==> src/rtl/segasys_ioctl_mbox_if.sv <==
// segasys_ioctl_mbox_if
// Bundles the Z80 I/O bus, the sound-CPU handshake and the latch/bank/readback
// outputs of segasys_ioctl_mbox.
//   master : CPU/system side. It drives CPUAD, CPUDO, CPUIORQ, CPUWR, SYSTEM2
//            and SNDACK, and receives everything else.
//   slave  : the ioctl block.
interface segasys_ioctl_mbox_if #(
    parameter int NLATCH = 4,
    parameter int DW     = 8
);
    logic [7:0]           CPUAD;
    logic [DW-1:0]        CPUDO;
    logic                 CPUIORQ;
    logic                 CPUWR;
    logic                 SYSTEM2;
    logic                 SNDACK;
    logic [NLATCH*DW-1:0] LATCH;
    logic [1:0]           BANK;
    logic                 SNDRQ;
    logic [DW-1:0]        SNDNO;
    logic                 QFULL;
    logic                 QOVF;
    logic                 DV;
    logic [DW-1:0]        OD;

    modport master (
        output CPUAD, CPUDO, CPUIORQ, CPUWR, SYSTEM2, SNDACK,
        input  LATCH, BANK, SNDRQ, SNDNO, QFULL, QOVF, DV, OD
    );

    modport slave (
        input  CPUAD, CPUDO, CPUIORQ, CPUWR, SYSTEM2, SNDACK,
        output LATCH, BANK, SNDRQ, SNDNO, QFULL, QOVF, DV, OD
    );
endinterface

==> src/rtl/segasys_ioctl_mbox.sv <==
// segasys_ioctl_mbox
// Main-CPU I/O control block for the System 1/2 cores. It provides:
//   - NLATCH decoded output latches;
//   - a queued sound-command mailbox with a req/ack handshake;
//   - ROM bank-select generation;
//   - CPU readback.
// Optional build macro SEGASYS_IOCTL_QSTATUS_EN adds a queue status register
// at PORT_BASE+NLATCH+1. Reading it clears the sticky overflow flag.
// Ports:
//   CLK40M   system clock
//   RESET_N  synchronous active-low reset
//   bus      slave modport of segasys_ioctl_mbox_if. It carries:
//              - CPU bus in: CPUAD, CPUDO, CPUIORQ, CPUWR, SYSTEM2;
//              - sound handshake: SNDACK in, SNDRQ/SNDNO out;
//              - LATCH, BANK, QFULL, QOVF;
//              - readback: DV, OD.
module segasys_ioctl_mbox #(
    parameter int         NLATCH    = 4,
    parameter int         DW        = 8,
    parameter int         QDEPTH    = 4,
    parameter logic [7:0] PORT_BASE = 8'h14
) (
    input logic                 CLK40M,
    input logic                 RESET_N,
    segasys_ioctl_mbox_if.slave bus
);
    localparam int AW = $clog2(QDEPTH);
    localparam int CW = AW + 1;

    typedef enum logic [1:0] {S_IDLE, S_REQ, S_REL} state_t;

    logic [NLATCH-1:0][DW-1:0] latch_q;
    logic [DW-1:0]             mem_q [QDEPTH];
    logic [AW-1:0]             wptr_q, wptr_d, rptr_q, rptr_d;
    logic [CW-1:0]             cnt_q, cnt_d;
    logic                      ovf_q, ovf_d;
    logic                      wstb_q;
    state_t                    st_q;
    logic                      sndrq_q;
    logic [DW-1:0]             sndno_q;
    logic                      dv;
    logic [DW-1:0]             od;

    logic wstb, wev, cmd_wr, pop, push, drop, full;

    // One action per CPU write: only the rising edge of the strobe counts.
    assign wstb   = bus.CPUIORQ & bus.CPUWR;
    assign wev    = wstb & ~wstb_q;
    assign cmd_wr = wev && (bus.CPUAD == PORT_BASE);
    assign full   = (cnt_q == CW'(QDEPTH));
    assign pop    = (st_q == S_REQ) && bus.SNDACK;
    // A pop at the same edge frees the head slot, so a full queue still
    // accepts the push. The write lands on the slot being vacated.
    assign push   = cmd_wr && (!full || pop);
    assign drop   = cmd_wr && full && !pop;

    always_comb begin
        wptr_d = wptr_q;
        rptr_d = rptr_q;
        cnt_d  = cnt_q;
        if (push) wptr_d = wptr_q + AW'(1);
        if (pop)  rptr_d = rptr_q + AW'(1);
        case ({push, pop})
            2'b10:   cnt_d = cnt_q + CW'(1);
            2'b01:   cnt_d = cnt_q - CW'(1);
            default: cnt_d = cnt_q;
        endcase
    end

`ifdef SEGASYS_IOCTL_QSTATUS_EN
    localparam logic [7:0] STAT_ADR = 8'(int'(PORT_BASE) + NLATCH + 1);
    logic empty, rstb, rstb_q, rd_clr;
    assign empty  = (cnt_q == '0);
    assign rstb   = bus.CPUIORQ & ~bus.CPUWR & (bus.CPUAD == STAT_ADR);
    assign rd_clr = rstb & ~rstb_q;
    // If an overflow and a clearing read fall on the same edge, the overflow wins.
    assign ovf_d  = drop | (ovf_q & ~rd_clr);
    always_ff @(posedge CLK40M) begin
        if (!RESET_N) rstb_q <= 1'b0;
        else          rstb_q <= rstb;
    end
`else
    assign ovf_d  = drop | ovf_q;
`endif

    always_ff @(posedge CLK40M) begin
        if (!RESET_N) begin
            latch_q <= '0;
            wptr_q  <= '0;
            rptr_q  <= '0;
            cnt_q   <= '0;
            ovf_q   <= 1'b0;
            wstb_q  <= 1'b0;
        end else begin
            wptr_q <= wptr_d;
            rptr_q <= rptr_d;
            cnt_q  <= cnt_d;
            ovf_q  <= ovf_d;
            wstb_q <= wstb;
            for (int k = 0; k < NLATCH; k++)
                if (wev && bus.CPUAD == 8'(int'(PORT_BASE) + 1 + k))
                    latch_q[k] <= bus.CPUDO;
        end
    end

    // Queue storage needs no reset: the pointers and count define validity.
    always_ff @(posedge CLK40M) begin
        if (push) mem_q[wptr_q] <= bus.CPUDO;
    end

    // Sound handshake FSM. SNDRQ and SNDNO are registered outputs.
    always_ff @(posedge CLK40M) begin
        if (!RESET_N) begin
            st_q    <= S_IDLE;
            sndrq_q <= 1'b0;
            sndno_q <= '0;
        end else begin
            case (st_q)
                S_IDLE: if (cnt_q != '0) begin
                    sndno_q <= mem_q[rptr_q];
                    sndrq_q <= 1'b1;
                    st_q    <= S_REQ;
                end
                S_REQ: if (bus.SNDACK) begin
                    sndrq_q <= 1'b0;
                    st_q    <= S_REL;
                end
                S_REL: if (!bus.SNDACK) st_q <= S_IDLE;
                default: begin
                    sndrq_q <= 1'b0;
                    st_q    <= S_IDLE;
                end
            endcase
        end
    end

    // Readback. The command port is write-only, so it reads as undecoded.
    always_comb begin
        dv = 1'b0;
        od = '1;
        for (int k = 0; k < NLATCH; k++)
            if (bus.CPUIORQ && bus.CPUAD == 8'(int'(PORT_BASE) + 1 + k)) begin
                dv = 1'b1;
                od = latch_q[k];
            end
`ifdef SEGASYS_IOCTL_QSTATUS_EN
        if (bus.CPUIORQ && bus.CPUAD == STAT_ADR) begin
            dv          = 1'b1;
            od          = '0;
            od[CW-1:0]  = cnt_q;
            od[DW-3]    = ovf_q;
            od[DW-2]    = empty;
            od[DW-1]    = full;
        end
`endif
    end

    assign bus.LATCH = latch_q;
    assign bus.BANK  = {bus.SYSTEM2 ? latch_q[0][3] : latch_q[0][6], latch_q[0][2]};
    assign bus.SNDRQ = sndrq_q;
    assign bus.SNDNO = sndno_q;
    assign bus.QFULL = full;
    assign bus.QOVF  = ovf_q;
    assign bus.DV    = dv;
    assign bus.OD    = od;
endmodule

==> src/flat_wrapper.sv <==
// flat-port wrapper written by rule: the top's interface ports become plain ports
module segasys_ioctl_mbox_flat 
#(
    parameter int         NLATCH    = 4,
    parameter int         DW        = 8,
    parameter int         QDEPTH    = 4,
    parameter logic [7:0] PORT_BASE = 8'h14
)
  (CLK40M, RESET_N, bus_CPUAD, bus_CPUDO, bus_CPUIORQ, bus_CPUWR, bus_SYSTEM2, bus_SNDACK, bus_LATCH, bus_BANK, bus_SNDRQ, bus_SNDNO, bus_QFULL, bus_QOVF, bus_DV, bus_OD);
  segasys_ioctl_mbox_if #(.NLATCH(NLATCH), .DW(DW)) bus_i ();
  input logic CLK40M;
  input logic RESET_N;
  input wire logic [$bits(bus_i.CPUAD)-1:0] bus_CPUAD;
  input wire logic [$bits(bus_i.CPUDO)-1:0] bus_CPUDO;
  input wire logic [$bits(bus_i.CPUIORQ)-1:0] bus_CPUIORQ;
  input wire logic [$bits(bus_i.CPUWR)-1:0] bus_CPUWR;
  input wire logic [$bits(bus_i.SYSTEM2)-1:0] bus_SYSTEM2;
  input wire logic [$bits(bus_i.SNDACK)-1:0] bus_SNDACK;
  output wire logic [$bits(bus_i.LATCH)-1:0] bus_LATCH;
  output wire logic [$bits(bus_i.BANK)-1:0] bus_BANK;
  output wire logic [$bits(bus_i.SNDRQ)-1:0] bus_SNDRQ;
  output wire logic [$bits(bus_i.SNDNO)-1:0] bus_SNDNO;
  output wire logic [$bits(bus_i.QFULL)-1:0] bus_QFULL;
  output wire logic [$bits(bus_i.QOVF)-1:0] bus_QOVF;
  output wire logic [$bits(bus_i.DV)-1:0] bus_DV;
  output wire logic [$bits(bus_i.OD)-1:0] bus_OD;
  assign bus_i.CPUAD = bus_CPUAD;
  assign bus_i.CPUDO = bus_CPUDO;
  assign bus_i.CPUIORQ = bus_CPUIORQ;
  assign bus_i.CPUWR = bus_CPUWR;
  assign bus_i.SYSTEM2 = bus_SYSTEM2;
  assign bus_i.SNDACK = bus_SNDACK;
  assign bus_LATCH = bus_i.LATCH;
  assign bus_BANK = bus_i.BANK;
  assign bus_SNDRQ = bus_i.SNDRQ;
  assign bus_SNDNO = bus_i.SNDNO;
  assign bus_QFULL = bus_i.QFULL;
  assign bus_QOVF = bus_i.QOVF;
  assign bus_DV = bus_i.DV;
  assign bus_OD = bus_i.OD;
  segasys_ioctl_mbox #(.NLATCH(NLATCH), .DW(DW), .QDEPTH(QDEPTH), .PORT_BASE(PORT_BASE)) u_core (.CLK40M(CLK40M), .RESET_N(RESET_N), .bus(bus_i));
endmodule
==> config.mk <==
export PLATFORM = sky130hd
export DESIGN_NAME = segasys_ioctl_mbox_flat
export DESIGN_NICKNAME = d
export VERILOG_FILES = /design/src/rtl/segasys_ioctl_mbox_if.sv /design/src/rtl/segasys_ioctl_mbox.sv /design/src/flat_wrapper.sv
export SDC_FILE = /design/constraint.sdc
export NUM_CORES = 1
export LEC_CHECK = 0
export BUFFER_PORTS_ARGS = -buffer_cell sky130_fd_sc_hd__buf_2
export CAP_MARGIN = 25
export CORE_MARGIN = 5
export CORE_UTILIZATION = 55
export CTS_BUF_LIST = sky130_fd_sc_hd__clkbuf_8
export CTS_CLUSTER_SIZE = 16
export DETAILED_ROUTE_END_ITERATION = 8
export GPL_TIMING_DRIVEN = 0
export PLACE_DENSITY = 0.83
export SYNTH_ARGS = -nofsm -noshare
export SYNTH_HDL_FRONTEND = slang
export SYNTH_SLANG_ARGS = --single-unit
==> constraint.sdc <==
create_clock -name CLK40M -period 2 [get_ports CLK40M]
set_input_delay 0.3 -clock CLK40M [delete_from_list [all_inputs] [get_ports CLK40M]]
set_output_delay 0.3 -clock CLK40M [all_outputs]
set_load 0.03 [all_outputs]
## After elaboration in Yosys (flattened, before gate mapping)

Memories as Yosys holds them, arrays and structs flattened. A register that Yosys moved wholly into a read port is not among the register bits.
Index checks and enable logic that the tools add are counted.

| word-level totals | value |
|---|---|
| flip-flop bits (word level) | 44 |
| latch bits | 0 |
| memory bits (writable) | 32 |
| bits in read-only memories | 0 |
| input port bits | 22 |
| output and inout bits | 54 |
| word-level logic and storage cells | 76 |
| memories | 1 |

Memory list:

| memory | words | bits a word | rd ports | clocked after Yosys merged registers in | wr ports | RTL line | text |
|---|---|---|---|---|---|---|---|
| u_core.mem_q | 4 | 8 | 1 | 1 | 1 | segasys_ioctl_mbox.sv:33 | `logic [DW-1:0] mem_q [QDEPTH];` |

| operators by class | value |
|---|---|
| add/sub/neg operators | 4 |
| $mul | 0 |
| divide/modulo/power cells | 0 |
| $lt $le $gt $ge | 0 |
| equal/unequal tests | 13 |
| shifts and indexed selects | 0 |
| multiplexer cells | 19 |
| bitwise gates (word level) | 5 |
| reductions and logical operators | 23 |

Operators by type and width:

| cell | number |
|---|---|
| $eq 8x5->1 const B | 5 |
| $mux 8 | 4 |
| $logic_and 1x1->1 | 13 |
| $mux 1 | 9 |
| $mux 2 | 3 |
| $pmux 2 s3 | 1 |
| $pmux 3 s2 | 1 |
| $reduce_and 3->1 | 2 |
| $add 2x1->2 const B | 2 |
| $eq 2x1->1 const B | 2 |
| $eq 2x2->1 const B | 2 |
| $ne 2x2->1 const B | 2 |
| $add 3x1->3 const B | 1 |
| $eq 3x3->1 const B | 1 |
| $logic_not 1->1 | 3 |
| $pmux 1 s3 | 1 |
| $reduce_bool 3->1 | 1 |
| $sub 3x1->3 const B | 1 |
| $and 1x1->1 | 2 |
| $logic_not 2->1 | 1 |
| $ne 2x1->1 const B | 1 |
| $not 1->1 | 2 |
| $reduce_and 2->1 | 1 |
| $reduce_bool 2->1 | 1 |
| other kinds (2) | 2 |

## Depth between registers and ports, before layout

| logic depth | value |
|---|---|
| depth after elaboration | 6 |
| depth in mapped cells | 8 |
| mapped depth without buffers | 8 |

## Worst setup path before layout

Ideal clock, no wire load.

| timing path | value |
|---|---|
| path kind | input -> register |
| from | in bus_CPUIORQ |
| to | reg u_core.cnt_q[2] |
| arrival time | 1773 ps |
| data required time | 1928 ps |
| slack | 155 ps |
| cell stages on the path | 7 |
| path buffers | 0 |
| path through | and3b_1 > and2_2 > a21oi_1 > inv_1 > fa_1 > a22oi_1 > mux2i_1 |

| between the ends | value |
|---|---|
| cells in the longest elaborated chain, start to end | 6 |
| elaborated cells between the ends (all ways) | 8 |
| those cells by class | eq/ne (2); mux (1); bitwise (2); reduce/logical (3) |

RTL lines:

| element | RTL line | text |
|---|---|---|
| start, declared | flat_wrapper.sv:15 | `input wire logic [$bits(bus_i.CPUIORQ)-1:0] bus_CPUIORQ;` |
| $and 1x1->1 * | segasys_ioctl_mbox.sv:47 | `assign wstb = bus.CPUIORQ & bus.CPUWR;` |
| $and 1x1->1 * | segasys_ioctl_mbox.sv:48 | `assign wev = wstb & ~wstb_q;` |
| $logic_and 1x1->1 * | segasys_ioctl_mbox.sv:49 | `assign cmd_wr = wev && (bus.CPUAD == PORT_BASE);` |
| $logic_and 1x1->1 * | segasys_ioctl_mbox.sv:54 | `assign push = cmd_wr && (!full \|\| pop);` |
| $eq 2x1->1 / $eq 2x2->1 (equally long branches) | segasys_ioctl_mbox.sv:63 | `case ({push, pop})` |
| $pmux 3 s2 / $reduce_bool 2->1 (equally long branches) | n/a |  |
| end signal, assigned | segasys_ioctl_mbox.sv:97 | `cnt_q <= cnt_d;` |
| end, declared | segasys_ioctl_mbox.sv:35 | `logic [CW-1:0] cnt_q, cnt_d;` |

Mark *: on every way between the ends. The rest lies on a longest branch, timed or not.
A chain may end at the register's enable or synchronous reset.

## Final worst setup path

| timing path | value |
|---|---|
| from | in bus_CPUAD[0] |
| to | out bus_OD[2] |

| between the ends | value |
|---|---|
| cells in the longest elaborated chain, start to end | 6 |
| elaborated cells between the ends (all ways) | 12 |
| those cells by class | eq/ne (4); mux (4); reduce/logical (4) |

RTL lines:

| element | RTL line | text |
|---|---|---|
| start, declared | flat_wrapper.sv:13 | `input wire logic [$bits(bus_i.CPUAD)-1:0] bus_CPUAD;` |
| $eq 8x5->1 | segasys_ioctl_mbox.sv:142 | `if (bus.CPUIORQ && bus.CPUAD == 8'(int'(PORT_BASE) + 1 + k)) begin` |
| $logic_and 1x1->1 | segasys_ioctl_mbox.sv:142 |  |
| $mux 8 (3 in a row) | segasys_ioctl_mbox.sv:142 |  |
| $mux 8 * | segasys_ioctl_mbox.sv:142 |  |
| end, declared | flat_wrapper.sv:26 | `output wire logic [$bits(bus_i.OD)-1:0] bus_OD;` |

Marked as above.

==> metrics.md <==
| Metric | Value |
|---|---|
| Synth Instances | around 310 |
| F_max | between 500 and 600 MHz |
| Fin crit share | 0.9748 |
| Die height | a little over 90 um |
| Final slew viol count | 0 |
| RSZ-0062 raised after global routing | true |
| PortBufs | 74 |
| Share of layout cells above drive strength 1 | 0.3075 |
| Pwr Total | 0.003590 W |
| Post-Route WL | about 7900 um |
| Area growth syn-to-layout | 22.09% |
| Avg Vias per Cell | between 5 and 6 |
| Hold Fails Final Rpt | 0 |
| Final instance area | approximately 4400 um^2 |
| Pre-Repair DR Iteration Count | 4 |
| Hold/Removal Path Class | in -> reg |
| Top post-synthesis cells by area | dfxtp_1, edfxtp_1, mux2i_1, nor2b_1, mux4_2 |
| Post-synth EDFFs | 32 |
| Worst-Margin Slew | between 800 and 900 ps |
| Crit-path cells | buf_2 > or4b_4 > buf_6 > nor2_1 > a21oi_1 > o22a_1 > buf_2 |
| Chip width | between 90 and 100 um |
| Synthesized area | about 3600 um^2 |
| Synth cell count leaders | dfxtp_1, nor2b_1, mux2i_1 |
| Global-route wire length before repair | 12470 um |
| Later-pin clock latency in the skew report | around 350 ps |
| TritonCTS Buffers | 9 |
| Status | finished, final reports clean |
| Antenna-violating nets left | 0 |
| Final setup violation count | 0 |
| Global Route Usage Sum | 0.1873 |
| DRC | 0 |
| Yosys reg bits | 84 |
| Fin nets | ~420 |
| Final Wtd Congestion | ~0.79 |
| Largest net degree at the start of global routing | 15 |
| Main flop type after synthesis | dfxtp_1 |
| WL per Instance | approximately 17 um |
| Clock Sinks | 84 |
| Synthesis warning total | 0 |
| Leakage dissipation | ~1.9 nW |
| Post-Place Cell Area | around 4100 um^2 |
| Via Count | ~2600 |
| Rows | 29 |
| Top cell by count, worst path | buf_2 |
| Worst r2r src | u_core.st_q[1] |
| Metal-1 WL | approximately 3300 um |
| Total power per unit cell area | 807.4 nW/um^2 |
| Post-synthesis sequential area ratio | 0.5496 |
| Synth async-reset ratio | 0 |
| Startpoint types | primary input |
| Diodes inserted | 0 |
| Root Buffer | clkbuf_8 |
| Arrival time worst endpoint | approximately 1700 ps |
| Max clock buf depth | 2 |
| Crit. Startpoint | bus_CPUAD[0] |
| Leading area contributor after synthesis | dfxtp_1 |
| Max_cap viols | 0 |
| Critical Path Max Stage Delay | between 500 and 600 ps |
| Worst path slowest cell | or4b_4 |
| Cts hold-fix bufs | 0 |
| Synth cell types | 45 |
| Crit end category | primary output |
| Vias in the first global route | around 2500 |
| HPWL Detailed | between 5000 and 6000 um |
| Min Tclk post-route | roughly 2000 ps |
| Area share of the largest cell type after synthesis | 0.2858 |
| DR WL met3 | 526 um |
| Cell with the most instances after synthesis | dfxtp_1 |
| Min-delay src | bus_CPUWR |
| Synthesized area per cell | between 10 and 15 um^2 |
| Initial DRC Count | roughly 130 |
| Required @ worst endpoint | around 1700 ps |
| Top layer in use | met4 |
| # IOs | 76 |
| CORE AREA | between 6000 and 7000 um^2 |
| Crit path kind | in -> out |
| Relative slew slack | 0.4593 |
| Antenna violations before repair | 0 |
| Initial Util | 0.5703 |
| Wire length on met2 | between 3000 and 4000 um |
| Mapped Nets | around 330 |
| CTS tree | done |
| Remaining Overflow, GRT | 0 |
| Total die area | 8349 um^2 |
| Peak supply drop | roughly 0.00049 V |
| H-tree levels | 3 |
| Worst-path clk slew | around 80 ps |
| CP Max Fanout | 10 |
| Clock Skews | 9.448 ps |
critical path: cells and delay by family:
family	cells	cell delay [ps]
buffers and inverters	3	470
AOI/OAI and AO/OA	2	240
and+or+nand+nor	2	620
sequential cells by signal, indices dropped and copies added (netlist names):
| name | cells |
|---|---|
| u_core.cnt_q | 3 |
| u_core.st_q | 2 |
| u_core.wstb_q | 1 |
| u_core.wptr_q | 2 |
| u_core.bus.SNDNO | 8 |
| u_core.rptr_q | 2 |
| u_core.bus.LATCH | 31 |
| u_core.mem_q | 32 |
| u_core.bus.SNDRQ | 1 |
| u_core.bus.QOVF | 1 |
| u_core.bus.BANK | 1 |
kinds of logic after synthesis:
| kind of cell | synth area share |
|---|---|
| multiplexers | 0.1487 |
| flip-flops | 0.5496 |
| AND/OR/NAND/NOR | 0.1608 |
| AO/OA/AOI/OAI | 0.07833 |
| adder cells (fa/ha/maj) | 0.01924 |
| XOR/XNOR | 0.009620 |
| buffers and inverters | 0.03366 |
final timing paths:
| kind | endpoint | slack, ps | depth (start not counted) |
|---|---|---|---|
| worst max-delay path | bus_OD[2] | 50 | 7 |
| worst max register to register | u_core.cnt_q[2] | 80 | 7 |
| worst min register to register | u_core.bus.SNDNO[7] | 460 | 2 |
| worst min-delay path | u_core.wstb_q | 200 | 2 |
stage by stage:
stage	instances	setup WS, ps	util	TNS, ps	hold WS, ps
floorplan	307	155.1	-	0	398.9
global placement	458	-209.9	0.6434	-7814	449.6
detailed placement	458	-268.8	0.6434	-9600	458.1
CTS	476	4.335	0.6877	0	189.0
global route	477	-57.98	0.6963	-89.42	197.8
finish	477	50.44	0.6963	0	201.6
area by class of cell:
type / instances / area [um^2]
Clock buffer: 9 / 123.9
Inverter: 7 / 26.28
Tap cell: 77 / 96.34
Timing Repair Buffer: 78 / 412.9
Multi-Input combinational cell: 196 / 1545
Fill cell: 466 / 1939
Sequential cell: 84 / 2003
Buffer: 19 / 98.84
Clock inverter: 7 / 140.1
layer usage:
metal,vias to the layer above,GRT usage
li1,1258,-
met1,1212,0.2300
met2,81,0.3065
met4,0,0.08924
met5,-,0
met3,13,0.04959
power breakdown:
part           switching (W)  internal [W]  total [W]
clock               0.000605      0.000953    0.00156
combinational       0.000142     0.0000925   0.000234
sequential        0.00000989       0.00179    0.00180
total               0.000756       0.00283    0.00359
layout by cell type, fill, tap and decap left out, types with 8 or more instances in the layout:
cell,n
clkbuf_1,10
nor2b_1,37
inv_1,8
buf_2,72
clkbuf_8,9
buf_4,11
a21oi_1,10
mux4_2,8
mux2i_1,35
edfxtp_1,32
dfxtp_1,51
nand2_1,23
a21boi_0,10
nor2_1,9
repair_timing:
item,4_1_cts,5_1_grt
setup buffers,2,2
gates resized for setup,1,19
setup endpoints to repair,8,42
pin swaps,2,6
Power figures use the tool's default switching activity.
